**src/rtl/psk_link_ctrl.sv**
```systemverilog
// PSK modem link sequencer: acquisition/tracking gain control, Tx enable and
// frame-aligned mode switching with a flush gap and Rx resync.
//
// state       | meaning
// IDLE        | link disabled, Tx off, host mode writes applied directly
// ACQ         | wide loop gains, waiting for sustained lock, periodic Rx resync
// TRACK       | narrow loop gains, link locked
// SWITCH_WAIT | new mode pending, waiting for end of the current Tx frame
// FLUSH       | Tx off for a fixed gap before the pending mode is applied
module psk_link_ctrl #(
  parameter logic [3:0] MODE_DEFAULT  = 4'b0001,
  parameter logic [3:0] ACQ_FB_SHIFT  = 4'd0,
  parameter logic [3:0] TRK_FB_SHIFT  = 4'd2,
  parameter logic [3:0] ACQ_GD_SHIFT  = 4'd1,
  parameter logic [3:0] TRK_GD_SHIFT  = 4'd3,
  parameter int         LOCK_CNT      = 1024,
  parameter int         LOSS_CNT      = 256,
  parameter int         ACQ_TIMEOUT   = 65536,
  parameter int         FRAME_TIMEOUT = 65536,
  parameter int         FLUSH_CYC     = 16
) (
  input  logic       clk_16M384,
  input  logic       rst_16M384,
  input  logic       enable,
  input  logic [3:0] mode_req,
  input  logic       mode_req_vld,
  output logic       mode_req_rdy,
  input  logic       tx_tvalid,
  input  logic       tx_tlast,
  input  logic       sig_det,
  input  logic       rx_lock,
  output logic [3:0] MODE_CTRL,
  output logic [3:0] FEEDBACK_SHIFT,
  output logic [3:0] GARDNER_SHIFT,
  output logic       tx_en,
  output logic       rx_rst,
  output logic       lock,
  output logic       mode_err,
  output logic [3:0] retry_cnt,
  output logic [2:0] state
);

  localparam int LOCK_W = $clog2(LOCK_CNT);
  localparam int LOSS_W = $clog2(LOSS_CNT);
  localparam int TO_W   = $clog2(ACQ_TIMEOUT);
  localparam int FW_W   = $clog2(FRAME_TIMEOUT);
  localparam int FL_W   = $clog2(FLUSH_CYC);

  localparam logic [LOCK_W-1:0] LOCK_LAST = LOCK_W'(LOCK_CNT - 1);
  localparam logic [LOSS_W-1:0] LOSS_LAST = LOSS_W'(LOSS_CNT - 1);
  localparam logic [TO_W-1:0]   TO_LAST   = TO_W'(ACQ_TIMEOUT - 1);
  localparam logic [FW_W-1:0]   FW_LAST   = FW_W'(FRAME_TIMEOUT - 1);
  localparam logic [FL_W-1:0]   FL_LAST   = FL_W'(FLUSH_CYC - 1);

  typedef enum logic [2:0] {
    S_IDLE        = 3'd0,
    S_ACQ         = 3'd1,
    S_TRACK       = 3'd2,
    S_SWITCH_WAIT = 3'd3,
    S_FLUSH       = 3'd4
  } state_t;

  state_t            cur_st;
  logic [3:0]        pend_mode;
  logic [LOCK_W-1:0] lock_ctr;
  logic [LOSS_W-1:0] loss_ctr;
  logic [TO_W-1:0]   to_ctr;
  logic [FW_W-1:0]   fw_ctr;
  logic [FL_W-1:0]   fl_ctr;

  logic xfer;
  logic req_legal;
  logic req_switch;
  logic link_ok;

  assign state        = cur_st;
  assign mode_req_rdy = (cur_st == S_IDLE) ||
                        (enable && (cur_st == S_ACQ || cur_st == S_TRACK));
  assign xfer         = mode_req_vld && mode_req_rdy;
  assign req_legal    = (mode_req == 4'b0001) || (mode_req == 4'b0010) ||
                        (mode_req == 4'b0100);
  assign req_switch   = xfer && req_legal && (mode_req != MODE_CTRL);
  assign link_ok      = sig_det && rx_lock;

  always_ff @(posedge clk_16M384) begin
    if (rst_16M384) begin
      cur_st         <= S_IDLE;
      MODE_CTRL      <= MODE_DEFAULT;
      pend_mode      <= MODE_DEFAULT;
      FEEDBACK_SHIFT <= ACQ_FB_SHIFT;
      GARDNER_SHIFT  <= ACQ_GD_SHIFT;
      tx_en          <= 1'b0;
      rx_rst         <= 1'b0;
      lock           <= 1'b0;
      mode_err       <= 1'b0;
      retry_cnt      <= 4'd0;
      lock_ctr       <= '0;
      loss_ctr       <= '0;
      to_ctr         <= '0;
      fw_ctr         <= '0;
      fl_ctr         <= '0;
    end else begin
      rx_rst   <= 1'b0;
      mode_err <= 1'b0;

      // Host writes in IDLE take effect immediately, even with the link disabled
      if (cur_st == S_IDLE && xfer) begin
        if (req_legal) MODE_CTRL <= mode_req;
        else           mode_err  <= 1'b1;
      end

      if (!enable) begin
        cur_st         <= S_IDLE;
        tx_en          <= 1'b0;
        lock           <= 1'b0;
        FEEDBACK_SHIFT <= ACQ_FB_SHIFT;
        GARDNER_SHIFT  <= ACQ_GD_SHIFT;
        lock_ctr       <= '0;
        loss_ctr       <= '0;
        to_ctr         <= '0;
        fw_ctr         <= '0;
        fl_ctr         <= '0;
      end else begin
        case (cur_st)
          S_IDLE: begin
            cur_st         <= S_ACQ;
            tx_en          <= 1'b1;
            rx_rst         <= 1'b1;
            FEEDBACK_SHIFT <= ACQ_FB_SHIFT;
            GARDNER_SHIFT  <= ACQ_GD_SHIFT;
            lock_ctr       <= '0;
            to_ctr         <= '0;
          end

          S_ACQ, S_TRACK: begin
            if (xfer && !req_legal) mode_err <= 1'b1;
            // An accepted mode change pre-empts any lock/loss/timeout event
            if (req_switch) begin
              pend_mode <= mode_req;
              cur_st    <= S_SWITCH_WAIT;
              lock      <= 1'b0;
              fw_ctr    <= '0;
            end else if (cur_st == S_ACQ) begin
              if (link_ok && lock_ctr == LOCK_LAST) begin
                cur_st         <= S_TRACK;
                FEEDBACK_SHIFT <= TRK_FB_SHIFT;
                GARDNER_SHIFT  <= TRK_GD_SHIFT;
                lock           <= 1'b1;
                retry_cnt      <= 4'd0;
                loss_ctr       <= '0;
              end else begin
                lock_ctr <= link_ok ? lock_ctr + LOCK_W'(1) : '0;
                if (to_ctr == TO_LAST) begin
                  rx_rst   <= 1'b1;
                  lock_ctr <= '0;
                  to_ctr   <= '0;
                  if (retry_cnt != 4'hF) retry_cnt <= retry_cnt + 4'd1;
                end else begin
                  to_ctr <= to_ctr + TO_W'(1);
                end
              end
            end else begin
              if (link_ok) begin
                loss_ctr <= '0;
              end else if (loss_ctr == LOSS_LAST) begin
                cur_st         <= S_ACQ;
                FEEDBACK_SHIFT <= ACQ_FB_SHIFT;
                GARDNER_SHIFT  <= ACQ_GD_SHIFT;
                lock           <= 1'b0;
                rx_rst         <= 1'b1;
                lock_ctr       <= '0;
                to_ctr         <= '0;
              end else begin
                loss_ctr <= loss_ctr + LOSS_W'(1);
              end
            end
          end

          S_SWITCH_WAIT: begin
            if ((tx_tvalid && tx_tlast) || fw_ctr == FW_LAST) begin
              cur_st <= S_FLUSH;
              tx_en  <= 1'b0;
              fl_ctr <= '0;
            end else begin
              fw_ctr <= fw_ctr + FW_W'(1);
            end
          end

          S_FLUSH: begin
            if (fl_ctr == FL_LAST) begin
              cur_st         <= S_ACQ;
              MODE_CTRL      <= pend_mode;
              FEEDBACK_SHIFT <= ACQ_FB_SHIFT;
              GARDNER_SHIFT  <= ACQ_GD_SHIFT;
              rx_rst         <= 1'b1;
              tx_en          <= 1'b1;
              lock_ctr       <= '0;
              loss_ctr       <= '0;
              to_ctr         <= '0;
              fw_ctr         <= '0;
              fl_ctr         <= '0;
            end else begin
              fl_ctr <= fl_ctr + FL_W'(1);
            end
          end

          default: cur_st <= S_IDLE;
        endcase
      end
    end
  end

endmodule

```
**config.mk**
```make
export PLATFORM = sky130hd
export DESIGN_NAME = psk_link_ctrl
export DESIGN_NICKNAME = d
export VERILOG_FILES = /design/src/rtl/psk_link_ctrl.sv
export SDC_FILE = /design/constraint.sdc
export NUM_CORES = 1
export LEC_CHECK = 0
export ABC_AREA = 1
export BUFFER_PORTS_ARGS = -buffer_cell sky130_fd_sc_hd__buf_2
export CAP_MARGIN = 20
export CORE_ASPECT_RATIO = 2
export CORE_MARGIN = 4
export CORE_UTILIZATION = 55
export DETAILED_ROUTE_END_ITERATION = 12
export PLACE_DENSITY = 0.82
export SLEW_MARGIN = 15
export SYNTH_ARGS = -nofsm -noshare
export SYNTH_HDL_FRONTEND = slang
export SYNTH_SLANG_ARGS = --single-unit
```
**constraint.sdc**
```tcl
create_clock -name clk_16M384 -period 1.7 [get_ports clk_16M384]
set_input_delay 0.17 -clock clk_16M384 [delete_from_list [all_inputs] [get_ports clk_16M384]]
set_output_delay 0.17 -clock clk_16M384 [all_outputs]
set_load 0.01 [all_outputs]
```
==> results_dict.tcl <==
set metrics [dict create \
    status "finished with violations" \
    violations "negative setup slack" \
    ff2ff_path_depth 7 \
    crit_fanout 8 \
    synth_edf_count 0 \
    drtIter0Drc 738 \
    layout-drive-gt1-share_pct 32.7 \
    ys_warn_count 0 \
    cp-startpoint "state[0]" \
    power.total_mw 5.13 \
    clock_skew_ps 14.7 \
    cts-root-buf "clkbuf_16" \
    port_buffers 29 \
    htreeDepth 3 \
    worst_setup_path_end_kind "flop" \
    detail-route-antenna-nets 0 \
    synth_cell_types 37 \
    synth_area_leader_cell "dfxtp_1" \
    cts_buffers 9 \
    layout_commonest_cell "nand2_1" \
    initial_utilization_pct 56.5 \
    hold_path.class "in -> reg" \
    cts.reportedPaths.clkPinSlew_ps 70 \
    yosysSeqAreaShare_pct 30.3 \
    synth.area.top_cells "dfxtp_1 30%, nand2_1 14%, nor2_1 10%" \
    r2r-end "fw_ctr[0]" \
    io_pins 36 \
    syn_avg_cell_area_sq_um 6.36 \
    grt_max_degree 23 \
    antenna_found_initial 0 \
    final_cell_mix "149 x nand2_1, 116 x nor2_1, 96 x buf_4" \
    r2r_slack_ps -350 \
    dp_hpwl_microns 10400 \
    wl_per_cell_microns 20.4 \
    cts_tree "yes" \
    drc 0 \
    clk_path_buf_depth 2 \
    first_global_vias 5635 \
    synth_ff_type "dfxtp_1" \
    ys_seq_elements 74 \
    grt_use_total_pct 30.2 \
    cts_sinks 74 \
    area_growth_pct 39.8 \
    setup_viol 67 \
    grt_pass1_wl_microns 25100 \
    die_x_microns 74.7 \
    async_reset_ff_share_pct 0 \
    nNetsFinal 920 \
    crit_arrival_ps 2290 \
    globalRouteOverflowTotal 0 \
    dieArea_sq_um 10600 \
    fp.dieH_microns 141 \
    insertion_delay_ps 360 \
    synthCells 769 \
    fp.coreArea_sq_um 8650 \
    finalHoldViolCount 0 \
    start_kind "flop" \
    fmax_mhz 489 \
    synth_top_area_share_pct 30.3 \
    num_vias 6307 \
    slew_violations 0 \
    antenna_cells 0 \
    setup_slack_ps -347 \
    r2r_start "state[0]" \
    finalWirelength_microns 20600 \
    rsz0062_at_grt "yes" \
    crit_type "reg -> reg" \
    gp_congestion 0.968 \
    syn_area_sq_um 4890 \
    via_per_inst 6.26 \
    cp.required_ps 1950 \
    period_share_pct 120 \
    cts-hold-fix-buffers 0 \
    fin_tns_setup_ps -9810 \
    relSlewSlack_pct 62.4 \
    drv_cap 0 \
    crit_path_end "fw_ctr[0]" \
    drt-pass1-iter-count 6 \
    power_per_cell_area_nw_per_um2 751 \
    p_leak_nw 2.86 \
    worst_pin_slew_ps 564 \
    num_rows 48 \
    ir_drop_v 0.000635 \
    min_period_ps 2050 \
]
## worst max-delay path: stages, from the launching register on
cell     delay, ps
dfxtp_4        420
buf_4          140
nand3_1        310
a31oi_4        460
buf_6          160
nand3_4        190
o21ai_2        200
inv_1           50
## cell usage after synthesis, types with 4 or more instances
cell	count
nand4_1	52
inv_2	4
a21oi_1	53
nor3_1	11
nand3_4	4
nand2_2	5
xnor2_1	4
nor2_1	131
nand2_4	5
nor2_2	6
dfxtp_1	74
nand2_1	186
buf_4	9
clkbuf_1	10
buf_2	5
o21bai_1	5
o21ai_0	20
nand3_1	55
inv_1	83
buf_6	6
ha_1	6
xor2_1	15
## cell families (layout without fill, tap and decap cells)
kind of cell	Yosys count	count (layout)	synth area share [%]
buf+inv	119	251	10.9
xor+xnor	19	19	3.40
flops	74	74	30.3
other cells	2	6	0.154
simple gates	464	466	43.7
compound gates	85	85	9.93
fa+ha+maj	6	6	1.54
## power breakdown
| part | total [mW] | switching (mW) | internal [mW] |
|---|---|---|---|
| registers | 1.82 | 0.0460 | 1.78 |
| logic | 1.19 | 0.725 | 0.464 |
| clock network | 2.12 | 0.802 | 1.32 |
| total | 5.13 | 1.57 | 3.56 |
## cell type report
class,count,area [sq um]
fill,511,1810
timing repair buffer,146,1190
multi-input combinational,582,3350
sequential,74,1510
tap,100,125
clock inverter,5,77.6
clock buffer,11,243
inverter,89,342
## metrics by stage
stage               area [sq um]  instances  setup WS [ps]  hold slack (ps)  util, %
CTS                         6260        984          -77.9             55.3     72.4
global placement            5660        955           -187              409     65.4
detailed placement          5660        955           -198              411     65.4
finish                      6830       1007           -347             89.0     79.0
floorplan                   4940        773         -0.784              242        -
global route                6830       1007           -409             90.5     79.0
## worst min-delay path by stage
stage,start,endpoint,depth (start not counted)
2_1_floorplan,rst_16M384,MODE_CTRL[3],1
3_3_place_gp,rst_16M384,MODE_CTRL[3],2
3_5_place_dp,rst_16M384,mode_err,2
4_1_cts,rst_16M384,mode_err,2
5_1_grt,rst_16M384,mode_err,2
6_report,rst_16M384,mode_err,2
## flip-flops by register name, summed over array words and instances, names as in the netlist
name            flops
FEEDBACK_SHIFT      1
MODE_CTRL           4
fl_ctr              4
fw_ctr             16
lock                1
lock_ctr           10
loss_ctr            8
mode_err            1
pend_mode           4
retry_cnt           4
rx_rst              1
state               3
to_ctr             16
tx_en               1
## per-layer routing
metal | vias up | global-route usage [%] | routed length (microns)
met5 | - | 0 | 0
li1 | 2746 | - | -
met2 | 500 | 55.4 | 10200
met3 | 191 | 5.11 | 1890
met4 | 0 | 18.2 | 2130
met1 | 2870 | 30.2 | 6400
## what timing repair did
action	in CTS	in global routing
gates cloned	4	3
setup endpoints to repair	63	71
setup buffers	9	20
gates resized for setup	52	99
pin swaps	16	37
Note: power is estimated with default switching activity, not from simulation.
